<file path="src/rtl/mem_stage.sv">
// rtl/mem_stage.sv - MEM pipeline stage: EX/MEM register, data-memory handshake with ack timeout, MEM/WB register.
module mem_stage #(
  parameter int ACK_TIMEOUT = 15
) (
  input  logic        clk,
  input  logic        rst_n,
  input  logic        ex_valid,
  input  logic [31:0] res,
  input  logic [31:0] data_2,
  input  logic [4:0]  write_register,
  input  logic [2:0]  m_MEM,
  input  logic [1:0]  wb_MEM,
  input  logic        zero,
  input  logic [31:0] branch_target,
  output logic        mem_stall,
  output logic        pc_src,
  output logic [31:0] pc_branch,
  output logic        dmem_req,
  output logic        dmem_we,
  output logic [31:0] dmem_addr,
  output logic [31:0] dmem_wdata,
  input  logic [31:0] dmem_rdata,
  input  logic        dmem_ack,
  output logic        wb_valid,
  output logic [1:0]  wb_WB,
  output logic [31:0] read_data,
  output logic [31:0] alu_res,
  output logic [4:0]  write_register_WB,
  output logic        mem_fault
);

  typedef enum logic [1:0] {IDLE, BUSY, FAULT} state_t;

  localparam logic [7:0] TMO = 8'(ACK_TIMEOUT);

  state_t      state_q, state_d;
  logic [7:0]  cnt_q, cnt_d;
  logic        s_valid_q, s_valid_d;
  logic [31:0] res_q, res_d, data_2_q, data_2_d, bt_q, bt_d;
  logic [4:0]  wr_q, wr_d;
  logic [2:0]  m_q, m_d;
  logic [1:0]  wb_q, wb_d;
  logic        zero_q, zero_d;
  logic        wb_valid_q, wb_valid_d;
  logic [1:0]  wb_WB_q, wb_WB_d;
  logic [31:0] read_data_q, read_data_d, alu_res_q, alu_res_d;
  logic [4:0]  wr_wb_q, wr_wb_d;
  logic        mem_fault_q, mem_fault_d;

  logic mem_op, aligned, done, retire;

  always_comb begin
    mem_op    = s_valid_q & (m_q[1] | m_q[0]);
    aligned   = (res_q[1:0] == 2'b00);
    dmem_req  = mem_op & aligned & (state_q != FAULT);
    done      = dmem_req & dmem_ack;
    // A misaligned op stalls once in IDLE, then retires from FAULT.
    mem_stall = mem_op & ~done & (state_q != FAULT);
    retire    = s_valid_q & ~mem_stall;
  end

  assign dmem_we    = m_q[0] & ~m_q[1];
  assign dmem_addr  = res_q;
  assign dmem_wdata = data_2_q;
  assign pc_src     = s_valid_q & m_q[2] & zero_q;
  assign pc_branch  = bt_q;

  assign wb_valid          = wb_valid_q;
  assign wb_WB             = wb_WB_q;
  assign read_data         = read_data_q;
  assign alu_res           = alu_res_q;
  assign write_register_WB = wr_wb_q;
  assign mem_fault         = mem_fault_q;

  always_comb begin
    state_d = state_q;
    cnt_d   = cnt_q;
    case (state_q)
      IDLE: begin
        if (mem_op) begin
          if (!aligned) begin
            state_d = FAULT;
          end else if (!dmem_ack) begin
            state_d = BUSY;
            cnt_d   = 8'd0;
          end
        end
      end
      BUSY: begin
        if (dmem_ack) begin
          state_d = IDLE;
        end else if (cnt_q + 8'd1 >= TMO) begin
          state_d = FAULT;
          cnt_d   = TMO;
        end else begin
          cnt_d = cnt_q + 8'd1;
        end
      end
      default: state_d = IDLE;
    endcase
  end

  always_comb begin
    s_valid_d = s_valid_q;
    res_d     = res_q;
    data_2_d  = data_2_q;
    wr_d      = wr_q;
    m_d       = m_q;
    wb_d      = wb_q;
    zero_d    = zero_q;
    bt_d      = bt_q;
    if (!mem_stall) begin
      s_valid_d = ex_valid;
      res_d     = res;
      data_2_d  = data_2;
      wr_d      = write_register;
      m_d       = m_MEM;
      wb_d      = wb_MEM;
      zero_d    = zero;
      bt_d      = branch_target;
    end
  end

  always_comb begin
    wb_valid_d  = retire;
    wb_WB_d     = wb_WB_q;
    alu_res_d   = alu_res_q;
    wr_wb_d     = wr_wb_q;
    read_data_d = read_data_q;
    mem_fault_d = mem_fault_q;
    if (retire) begin
      wb_WB_d   = (state_q == FAULT) ? 2'b00 : wb_q;
      alu_res_d = res_q;
      wr_wb_d   = wr_q;
      if (done && m_q[1]) read_data_d = dmem_rdata;
      if (state_q == FAULT) mem_fault_d = 1'b1;
    end
  end

  always_ff @(posedge clk or negedge rst_n) begin
    if (!rst_n) begin
      state_q     <= IDLE;
      cnt_q       <= 8'd0;
      s_valid_q   <= 1'b0;
      res_q       <= 32'd0;
      data_2_q    <= 32'd0;
      wr_q        <= 5'd0;
      m_q         <= 3'd0;
      wb_q        <= 2'd0;
      zero_q      <= 1'b0;
      bt_q        <= 32'd0;
      wb_valid_q  <= 1'b0;
      wb_WB_q     <= 2'd0;
      read_data_q <= 32'd0;
      alu_res_q   <= 32'd0;
      wr_wb_q     <= 5'd0;
      mem_fault_q <= 1'b0;
    end else begin
      state_q     <= state_d;
      cnt_q       <= cnt_d;
      s_valid_q   <= s_valid_d;
      res_q       <= res_d;
      data_2_q    <= data_2_d;
      wr_q        <= wr_d;
      m_q         <= m_d;
      wb_q        <= wb_d;
      zero_q      <= zero_d;
      bt_q        <= bt_d;
      wb_valid_q  <= wb_valid_d;
      wb_WB_q     <= wb_WB_d;
      read_data_q <= read_data_d;
      alu_res_q   <= alu_res_d;
      wr_wb_q     <= wr_wb_d;
      mem_fault_q <= mem_fault_d;
    end
  end

endmodule

</file>
<file path="config.mk">
export PLATFORM = sky130hd
export DESIGN_NAME = mem_stage
export DESIGN_NICKNAME = d
export VERILOG_FILES = /design/src/rtl/mem_stage.sv
export SDC_FILE = /design/constraint.sdc
export NUM_CORES = 1
export LEC_CHECK = 0
export ABC_AREA = 1
export CAP_MARGIN = 20
export CORE_MARGIN = 2
export CORE_UTILIZATION = 46
export DETAILED_ROUTE_END_ITERATION = 16
export PLACE_DENSITY = 0.95
export REMOVE_ABC_BUFFERS = 1
export SYNTH_ARGS = -nofsm -noshare
export SYNTH_HDL_FRONTEND = slang
export SYNTH_SLANG_ARGS = --single-unit
</file>
<file path="constraint.sdc">
create_clock -name clk -period 3.35 [get_ports clk]
set_clock_uncertainty 0.05 [all_clocks]
set_input_delay 1.005 -clock clk [delete_from_list [all_inputs] [get_ports clk]]
set_output_delay 1.005 -clock clk [all_outputs]
set_load 0.01 [all_outputs]
</file>
=== Word level (Yosys, flattened, before mapping) ===
Index checks and enable logic that the tools add are counted.
W data, S select, Z words.

* $add $sub $neg: 1
* Multiply operators: 0
* Div/mod/pow operators: 0
* Order comparisons: 1
* Eq/ne operators: 9
* Shift-type cells: 0
* Muxes and demuxes: 13
* Bitwise gates (word level): 14
* Reductions and logical operators: 8

{| class="wikitable"
|+ Operators by type and width
! cell !! count
|-
| $mux W8 || 5
|-
| $pmux W8 S2 || 1
|-
| $mux W2 || 6
|-
| $and A1 B1 Y1 || 10
|-
| $ne A2 B2 Y1 const B || 5
|-
| $add A8 B1 Y8 const B || 1
|-
| $ge A8 B4 Y1 const B || 1
|-
| $ne A3 B3 Y1 const B || 2
|-
| $reduce_and A5 Y1 || 1
|-
| $logic_not A2 Y1 || 2
|-
| $pmux W2 S2 || 1
|-
| $reduce_and A2 Y1 || 2
|-
| $not A1 Y1 || 3
|-
| $reduce_and A3 Y1 || 1
|-
| $eq A2 B1 Y1 const B || 1
|-
| $eq A2 B2 Y1 const B || 1
|-
| $reduce_bool A2 Y1 || 1
|-
| $logic_and A1 B1 Y1 || 1
|-
| $or A1 B1 Y1 || 1
|}

* Flip-flop bits (word level): 191
* Latch bits: 0
* RAM bits: 0
* ROM bits: 0
* Input bits: 143
* Output and inout bits: 173
* Word-level logic and storage cells: 62
* Memories: 0

=== Logic depth before layout (Yosys ltp) ===
Gate-level depths: netlist of the first run.

* Depth after elaboration: 11
* Gate-level depth with buffers: 10
* Depth with buffers taken out: 10

=== Worst setup path before layout of the first run ===
No wires, ideal clock.

* Kind: input -> output
* From: in dmem_ack
* To: out mem_stall
* Data arrival time: 1.557 ns
* Data required time: 2.295 ns
* Path slack: 0.738 ns
* Stages: 4
* Buffers on the path: 1
* Path through: inv_1 -> o21ai_4 -> inv_2 -> buf_2

* Cells in the longest elaborated chain, start to end: 4

{| class="wikitable"
|+ RTL lines
! element !! RTL line !! source
|-
| from (decl) || 23 || <nowiki>input logic dmem_ack,</nowiki>
|-
| $and A1 B1 Y1 || 56 || <nowiki>done = dmem_req & dmem_ack;</nowiki>
|-
| $not A1 Y1 || 58 || <nowiki>mem_stall = mem_op & ~done & (state_q != FAULT);</nowiki>
|-
| $and A1 B1 Y1 (2 in a row) || 58 ||
|-
| to (decl) || 15 || <nowiki>output logic mem_stall,</nowiki>
|}

No other way between the ends.

=== Worst setup path in the final report of the first run ===
Ends and elaborated chain as after synthesis.

==> metrics.log, run 1 <==
INFO  metric route.final.wire_length = 21.1 mm
INFO  metric crit_path_end_kind = output port
INFO  metric fill_cells = 1118
INFO  metric cellPowerDensity = 996 nW/um^2
INFO  metric wp_data_required = ~2300 ps
INFO  metric ctsRootBufferMaster = sky130_fd_sc_hd__clkbuf_16
INFO  metric drive_above_1_share = 6.39%
INFO  metric initial_core_util = 47.3%
INFO  metric holdWs = 414 ps
INFO  metric start_kind = input port
INFO  metric final_net_count = 1276
INFO  metric largest_net_degree_at_the_start_of_global_routing = 80
INFO  metric multiInputGateArea = 2200 um^2
INFO  metric wl_per_cell = 15.5 um
INFO  metric die-width = 132 um
INFO  metric max_slew_headroom = 51.9%
INFO  metric post-route-min-period = 3220 ps
INFO  metric setup_viol = 0
INFO  metric postSynthRegisterBits = between 150 and 200
INFO  metric number_of_standard_cell_rows_in_the_floorplan = 46
INFO  metric dp_hpwl = 15.7 mm
INFO  metric postPlaceCellArea = approximately 11000 um^2
INFO  metric post_cts_hold_buffer_count = 0
INFO  metric setup.worst_path.class = input port to output port
INFO  metric io_buffers = 315
INFO  metric area.growth.synth_to_final = 52.0%
INFO  metric min_path_type = flip-flop to flip-flop
INFO  metric timing.fmax = just over 300 MHz
INFO  metric synthesis.area = 7570 um^2
INFO  metric grt_pass1_vias = between 6000 and 7000
INFO  metric worst_slack = 126 ps
INFO  metric clk_latency = between 400 and 500 ps
INFO  metric irDropWorstVdd = 0.585 mV
INFO  metric synth_instances = 823
INFO  metric via_count = 6496
INFO  metric total_leakage_power = 5.59 nW
INFO  metric cts_tree = built
INFO  metric place_worst_setup_slack = -70.0 ps
INFO  metric tightestPinTransition = 722 ps
INFO  metric utilization = 71.9%
INFO  metric yosys.cell_types.count = 28
INFO  metric worst-path-max-fanout = 4
INFO  metric post_drt_via_cell_ratio = between 4 and 5
INFO  metric layout_worst_path_cycle_share = 96.2%
INFO  metric worst_ep_arrival_time = 2170 ps
INFO  metric routabilityCongestion = 0.809
INFO  metric die_height = 132 um
INFO  metric grt_setup_unrepaired = false
INFO  metric count_of_boundary_i_o_pins = 316
INFO  metric ys_seq_area_share = between 60 and 70%
INFO  metric r2r_slack = 950 ps
INFO  metric max_slew_violation_count = 0
INFO  metric drv_cap = 0
INFO  metric num_antenna_cells = 0
INFO  metric drt_iter0_drc = 302
INFO  metric clock_sinks = around 190
INFO  metric initial_drt_pass_iterations = 5
INFO  metric finalPower = 11.5 mW
INFO  metric layout.area.seq = roughly 4800 um^2
INFO  metric fin_area = 11500 um^2
INFO  metric globalRouteTotalUtil = about a quarter
INFO  metric synth_area_per_inst = ~9.2 um^2
INFO  metric route.detailed.drc = 0
INFO  metric area_of_the_die = about 17000 um^2
INFO  metric outcome = completed
INFO  metric hold_viol = 0
INFO  metric clkTransAtPathRegs = 70 ps
INFO  metric yosysWarnings = 0
INFO  metric grt.overflow.total = 0
INFO  metric final_antenna_violating_net_count = 0
INFO  metric global_route_wire_length_before_repair = approximately 34 mm
INFO  metric core-area = 16000 um^2
INFO  metric post-cts-setup-buffer-count = 0
INFO  metric clockBufferDepth = 2
INFO  metric cts_htree_levels = 4
INFO  metric initial_antenna_violation_count = 0
INFO  metric numCtsBuffers = 17
## report_power, final
part,total (mW),switching [mW],internal [mW]
Clock,2.09,0.900,1.19
Sequential,4.05,0.638,3.41
Combinational,5.33,2.79,2.55
Total,11.5,4.32,7.14
## state kept, by name, summed over array words and instances, names as in the netlist, 3 cells and up
name               flops
alu_res               32
dmem_addr             32
dmem_wdata            32
pc_branch             32
read_data             32
cnt_q                  8
wr_q                   5
write_register_WB      5
m_q                    3
## final cells by class
cell class	count	share of cell area [%]
clock buffer	17	3.70
clock inverter	14	1.60
inverter	96	3.13
multi-input combinational	499	19.1
sequential	191	41.5
tap	216	2.35
timing repair buffer	326	28.6
## cell families after synthesis
logic type,after synthesis,share of synthesized area (%)
simple gates,377,19.9
compound gates,120,8.89
buf+inv,133,7.77
fa+ha+maj,2,0.331
flops,191,63.1
## cells in the mapped netlist
master | number | area [um^2]
sky130_fd_sc_hd__nand2_1 | 330 | 1240
sky130_fd_sc_hd__dfrtp_1 | 191 | 4780
sky130_fd_sc_hd__inv_1 | 95 | 357
sky130_fd_sc_hd__o21ai_0 | 61 | 305
sky130_fd_sc_hd__o21ai_1 | 43 | 215
sky130_fd_sc_hd__buf_2 | 22 | 110
sky130_fd_sc_hd__nor2_1 | 18 | 67.6
sky130_fd_sc_hd__o21ai_2 | 11 | 96.3
sky130_fd_sc_hd__nand2_2 | 10 | 62.6
sky130_fd_sc_hd__nand3_1 | 10 | 50.1
sky130_fd_sc_hd__buf_6 | 6 | 67.6
sky130_fd_sc_hd__buf_4 | 4 | 30.0
sky130_fd_sc_hd__clkbuf_1 | 4 | 15.0
sky130_fd_sc_hd__ha_1 | 2 | 25.0
sky130_fd_sc_hd__nor2_4 | 2 | 22.5
sky130_fd_sc_hd__o31ai_2 | 2 | 25.0
sky130_fd_sc_hd__a21o_1 | 1 | 7.51
sky130_fd_sc_hd__clkbuf_2 | 1 | 5.00
sky130_fd_sc_hd__inv_2 | 1 | 3.75
sky130_fd_sc_hd__nand2_4 | 1 | 11.3
sky130_fd_sc_hd__nand3_2 | 1 | 10.0
sky130_fd_sc_hd__nand3b_1 | 1 | 7.51
sky130_fd_sc_hd__nand4_1 | 1 | 6.26
sky130_fd_sc_hd__nor3_1 | 1 | 5.00
sky130_fd_sc_hd__nor3_4 | 1 | 16.3
sky130_fd_sc_hd__o21ai_4 | 1 | 16.3
sky130_fd_sc_hd__o21bai_1 | 1 | 7.51
sky130_fd_sc_hd__or2_1 | 1 | 6.26
## critical path, cell delays in order
cell,delay [ps]
sky130_fd_sc_hd__clkdlybuf4s50_1,480
sky130_fd_sc_hd__inv_1,110
sky130_fd_sc_hd__o21ai_4,210
sky130_fd_sc_hd__inv_2,70
sky130_fd_sc_hd__dlygate4sd2_1,290
## timing repair
| item | 4_1_cts | 5_1_grt |
|---|---|---|
| setup endpoints to repair | 1 | 0 |
| endpoints found under the hold margin | 0 | 0 |
| resized for setup | 1 | 0 |
## layer usage
metal	GRT usage [%]	share of wire (%)	vias up
met2	43.9	52	263
met3	8.00	7.9	46
met1	27.8	37	3053
met5	0	0	-
li1	-	-	3134
met4	8.24	2.6	0
## stage by stage
| stage | std cells | setup TNS, ps |
|---|---|---|
| floorplan | 786 | -87640 |
| global placement | 1328 | -71.6 |
| detailed placement | 1328 | -70.0 |
| CTS | 1359 | 0 |
| global route | 1359 | 0 |
| finish | 1359 | 0 |
## path summary, 6_finish.rpt
path                               from    endpoint  cells after the start
setup / recovery               dmem_ack   mem_stall                      5
hold / removal                mem_fault   mem_fault                      1
setup reg to reg           dmem_addr[1]      zero_q                      6
hold reg to reg               mem_fault   mem_fault                      1
max in group asynchronous         rst_n  alu_res[4]                      2
min in group asynchronous         rst_n  alu_res[7]                      1
## placed cells by master, fill, tap and decap left out
cell type,n
sky130_fd_sc_hd__a21o_1,1
sky130_fd_sc_hd__buf_12,4
sky130_fd_sc_hd__buf_4,7
sky130_fd_sc_hd__bufinv_16,3
sky130_fd_sc_hd__clkbuf_16,17
sky130_fd_sc_hd__clkbuf_8,1
sky130_fd_sc_hd__clkdlybuf4s50_1,313
sky130_fd_sc_hd__clkinv_2,1
sky130_fd_sc_hd__clkinv_4,2
sky130_fd_sc_hd__clkinvlp_4,3
sky130_fd_sc_hd__dfrtp_1,191
sky130_fd_sc_hd__dlygate4sd2_1,1
sky130_fd_sc_hd__ha_1,2
sky130_fd_sc_hd__inv_1,95
sky130_fd_sc_hd__inv_2,1
sky130_fd_sc_hd__inv_6,3
sky130_fd_sc_hd__inv_8,2
sky130_fd_sc_hd__nand2_1,330
sky130_fd_sc_hd__nand2_2,10
sky130_fd_sc_hd__nand2_4,1
sky130_fd_sc_hd__nand3_1,10
sky130_fd_sc_hd__nand3_2,1
sky130_fd_sc_hd__nand3b_1,1
sky130_fd_sc_hd__nand4_1,1
sky130_fd_sc_hd__nor2_1,18
sky130_fd_sc_hd__nor2_4,2
sky130_fd_sc_hd__nor3_1,1
sky130_fd_sc_hd__nor3_4,1
sky130_fd_sc_hd__o21ai_0,61
sky130_fd_sc_hd__o21ai_1,43
sky130_fd_sc_hd__o21ai_2,11
sky130_fd_sc_hd__o21ai_4,1
sky130_fd_sc_hd__o21bai_1,1
sky130_fd_sc_hd__o31ai_2,2
sky130_fd_sc_hd__or2_1,1
(Power assumes the default switching activity.)
==> run 2, diff against run 1 <==
CORE_UTILIZATION = 39   (was 46)
PLACE_DENSITY = 0.88   (was 0.95)
clock period = 2.8 ns   (was 3.35 ns; I/O delays follow)
==> metrics.log, run 2 (synthesis results as in run 1) <==
INFO  metric post_drt_via_cell_ratio = 4.47
INFO  metric largest_net_degree_at_the_start_of_global_routing = 78
INFO  metric setup.worst_path.class = input port to output port
INFO  metric r2r_slack = 750 ps
INFO  metric placed_cells_incl_taps = 1374
INFO  metric final_antenna_violating_net_count = 0
INFO  metric hold_viol = 0
INFO  metric die-width = 143 um
INFO  metric initial_core_util = 40.1%
INFO  metric count_of_boundary_i_o_pins = approximately 320
INFO  metric outcome = completed
INFO  metric core-area = roughly 19000 um^2
INFO  metric post-cts-setup-buffer-count = 0
INFO  metric drive_above_1_share = 6.54%
INFO  metric max_slew_headroom = between 50 and 60%
INFO  metric post-route-min-period = 2680 ps
INFO  metric start_kind = input port
INFO  metric number_of_standard_cell_rows_in_the_floorplan = 50
INFO  metric fin_area = 11500 um^2
INFO  metric crit_path_max_incr_delay = 480 ps
INFO  metric holdWs = 347 ps
INFO  metric worst_ep_arrival_time = 1790 ps
INFO  metric chain_of_cells_forming_the_critical_path = clkdlybuf4s50_1, inv_1, o21ai_4, inv_2, clkbuf_2
INFO  metric layout_common_cells = 330 x sky130_fd_sc_hd__nand2_1, 312 x sky130_fd_sc_hd__clkdlybuf4s50_1, 191 x sky130_fd_sc_hd__dfrtp_1
INFO  metric via_count = 6296
INFO  metric total_leakage_power = 5.57 nW
INFO  metric timing.critical_path.slowest_stage_cell = sky130_fd_sc_hd__clkdlybuf4s50_1
INFO  metric initial_drt_pass_iterations = 4
INFO  metric area.growth.synth_to_final = 52.3%
INFO  metric irDropWorstVdd = 0.938 mV
INFO  metric grt_pass1_vias = approximately 6200
INFO  metric cts_htree_levels = 4
INFO  metric dp_hpwl = around 14 mm
INFO  metric min_path_type = input port to asynchronous set/reset pin
INFO  metric timing.fmax = between 300 and 400 MHz
INFO  metric setup_viol = 0
INFO  metric clkTransAtPathRegs = 70 ps
INFO  metric clockBufferDepth = 2
INFO  metric cellPowerDensity = 1160 nW/um^2
INFO  metric area_of_the_die = 20500 um^2
INFO  metric postPlaceCellArea = between 10000 and 15000 um^2
INFO  metric crit_path_end_kind = output port
INFO  metric clock_sinks = 191
INFO  metric final_net_count = 1278
INFO  metric wp_data_required = 1910 ps
INFO  metric routabilityCongestion = 0.815
INFO  metric ctsRootBufferMaster = sky130_fd_sc_hd__clkbuf_16
INFO  metric global_route_wire_length_before_repair = 30.7 mm
INFO  metric max_slew_violation_count = 0
INFO  metric clk_latency = 420 ps
INFO  metric worst-path-max-fanout = 2
INFO  metric tightestPinTransition = 727 ps
INFO  metric io_buffers = between 300 and 400
INFO  metric drv_cap = 0
INFO  metric globalRouteTotalUtil = 19.0%
INFO  metric drt_iter0_drc = 312
INFO  metric initial_antenna_violation_count = 1
INFO  metric grt_setup_unrepaired = false
INFO  metric numCtsBuffers = 17
INFO  metric route.final.wire_length = 19.5 mm
INFO  metric grt.overflow.total = 0
INFO  metric wl_per_cell = 13.9 um
INFO  metric layout.cells.most_common = sky130_fd_sc_hd__nand2_1
INFO  metric die_height = ~140 um
INFO  metric stdcell_count = 1407
INFO  metric cts_tree = built
INFO  metric layout_worst_path_cycle_share = 95.7%
INFO  metric route.detailed.drc = 0
[run 2: layout make-up]
class                      instances  area (um^2)
tap                              260          325
timing repair buffer             328         3300
antenna                            1         2.50
clock buffer                      19          433
sequential                       191         4780
clock inverter                    13          129
fill                            1534         7360
inverter                          96          360
multi-input combinational        499         2200
[run 2: power by group]
| group | leakage (nW) | total, mW | internal, mW | switching, mW |
|---|---|---|---|---|
| Clock | 0.256 | 2.34 | 1.25 | 1.09 |
| Combinational | 2.97 | 6.25 | 3.05 | 3.19 |
| Sequential | 2.34 | 4.80 | 4.07 | 0.725 |
| Total | 5.57 | 13.4 | 8.37 | 5.01 |
[run 2: routing by layer]
layer  up-vias  wire length, um  track usage (%)
li1       3140                -                -
met1      2873             7900             22.4
met2       250             9340             32.0
met3        33             1800             7.16
met4         0              454             6.19
met5         -                0                0
[run 2: final timing paths]
kind	cells past startpoint	startpoint	endpoint
worst max-delay path	5	dmem_ack	mem_stall
worst min-delay path	1	rst_n	alu_res[11]
worst max register to register	6	dmem_addr[0]	dmem_addr[16]
worst min register to register	1	mem_fault	mem_fault
max in group asynchronous	2	rst_n	read_data[27]
min in group clk	1	mem_fault	mem_fault
[run 2: metrics by stage]
stage                     power, mW  setup TNS (ps)  worst slack, ps  utilization, %
final                          13.4               0              121            61.0
after floorplan                7.61         -138400            -1620               -
after global routing           14.4               0             24.3            61.0
after CTS                      13.6               0             2.52            61.0
after global placement         11.0            -252             -252            58.1
after detailed placement       11.2            -224             -224            58.1
[run 2: critical path, delay by kind of cell]
family	cells	cell delay, ps
compound gates	1	160
buf+inv	4	790
[run 2: repair_timing]
action | 4_1_cts | 5_1_grt
gates cloned | 0 | 0
gates resized for setup | 3 | 1
setup endpoints to repair | 2 | 1
hold buffers | 0 | 0
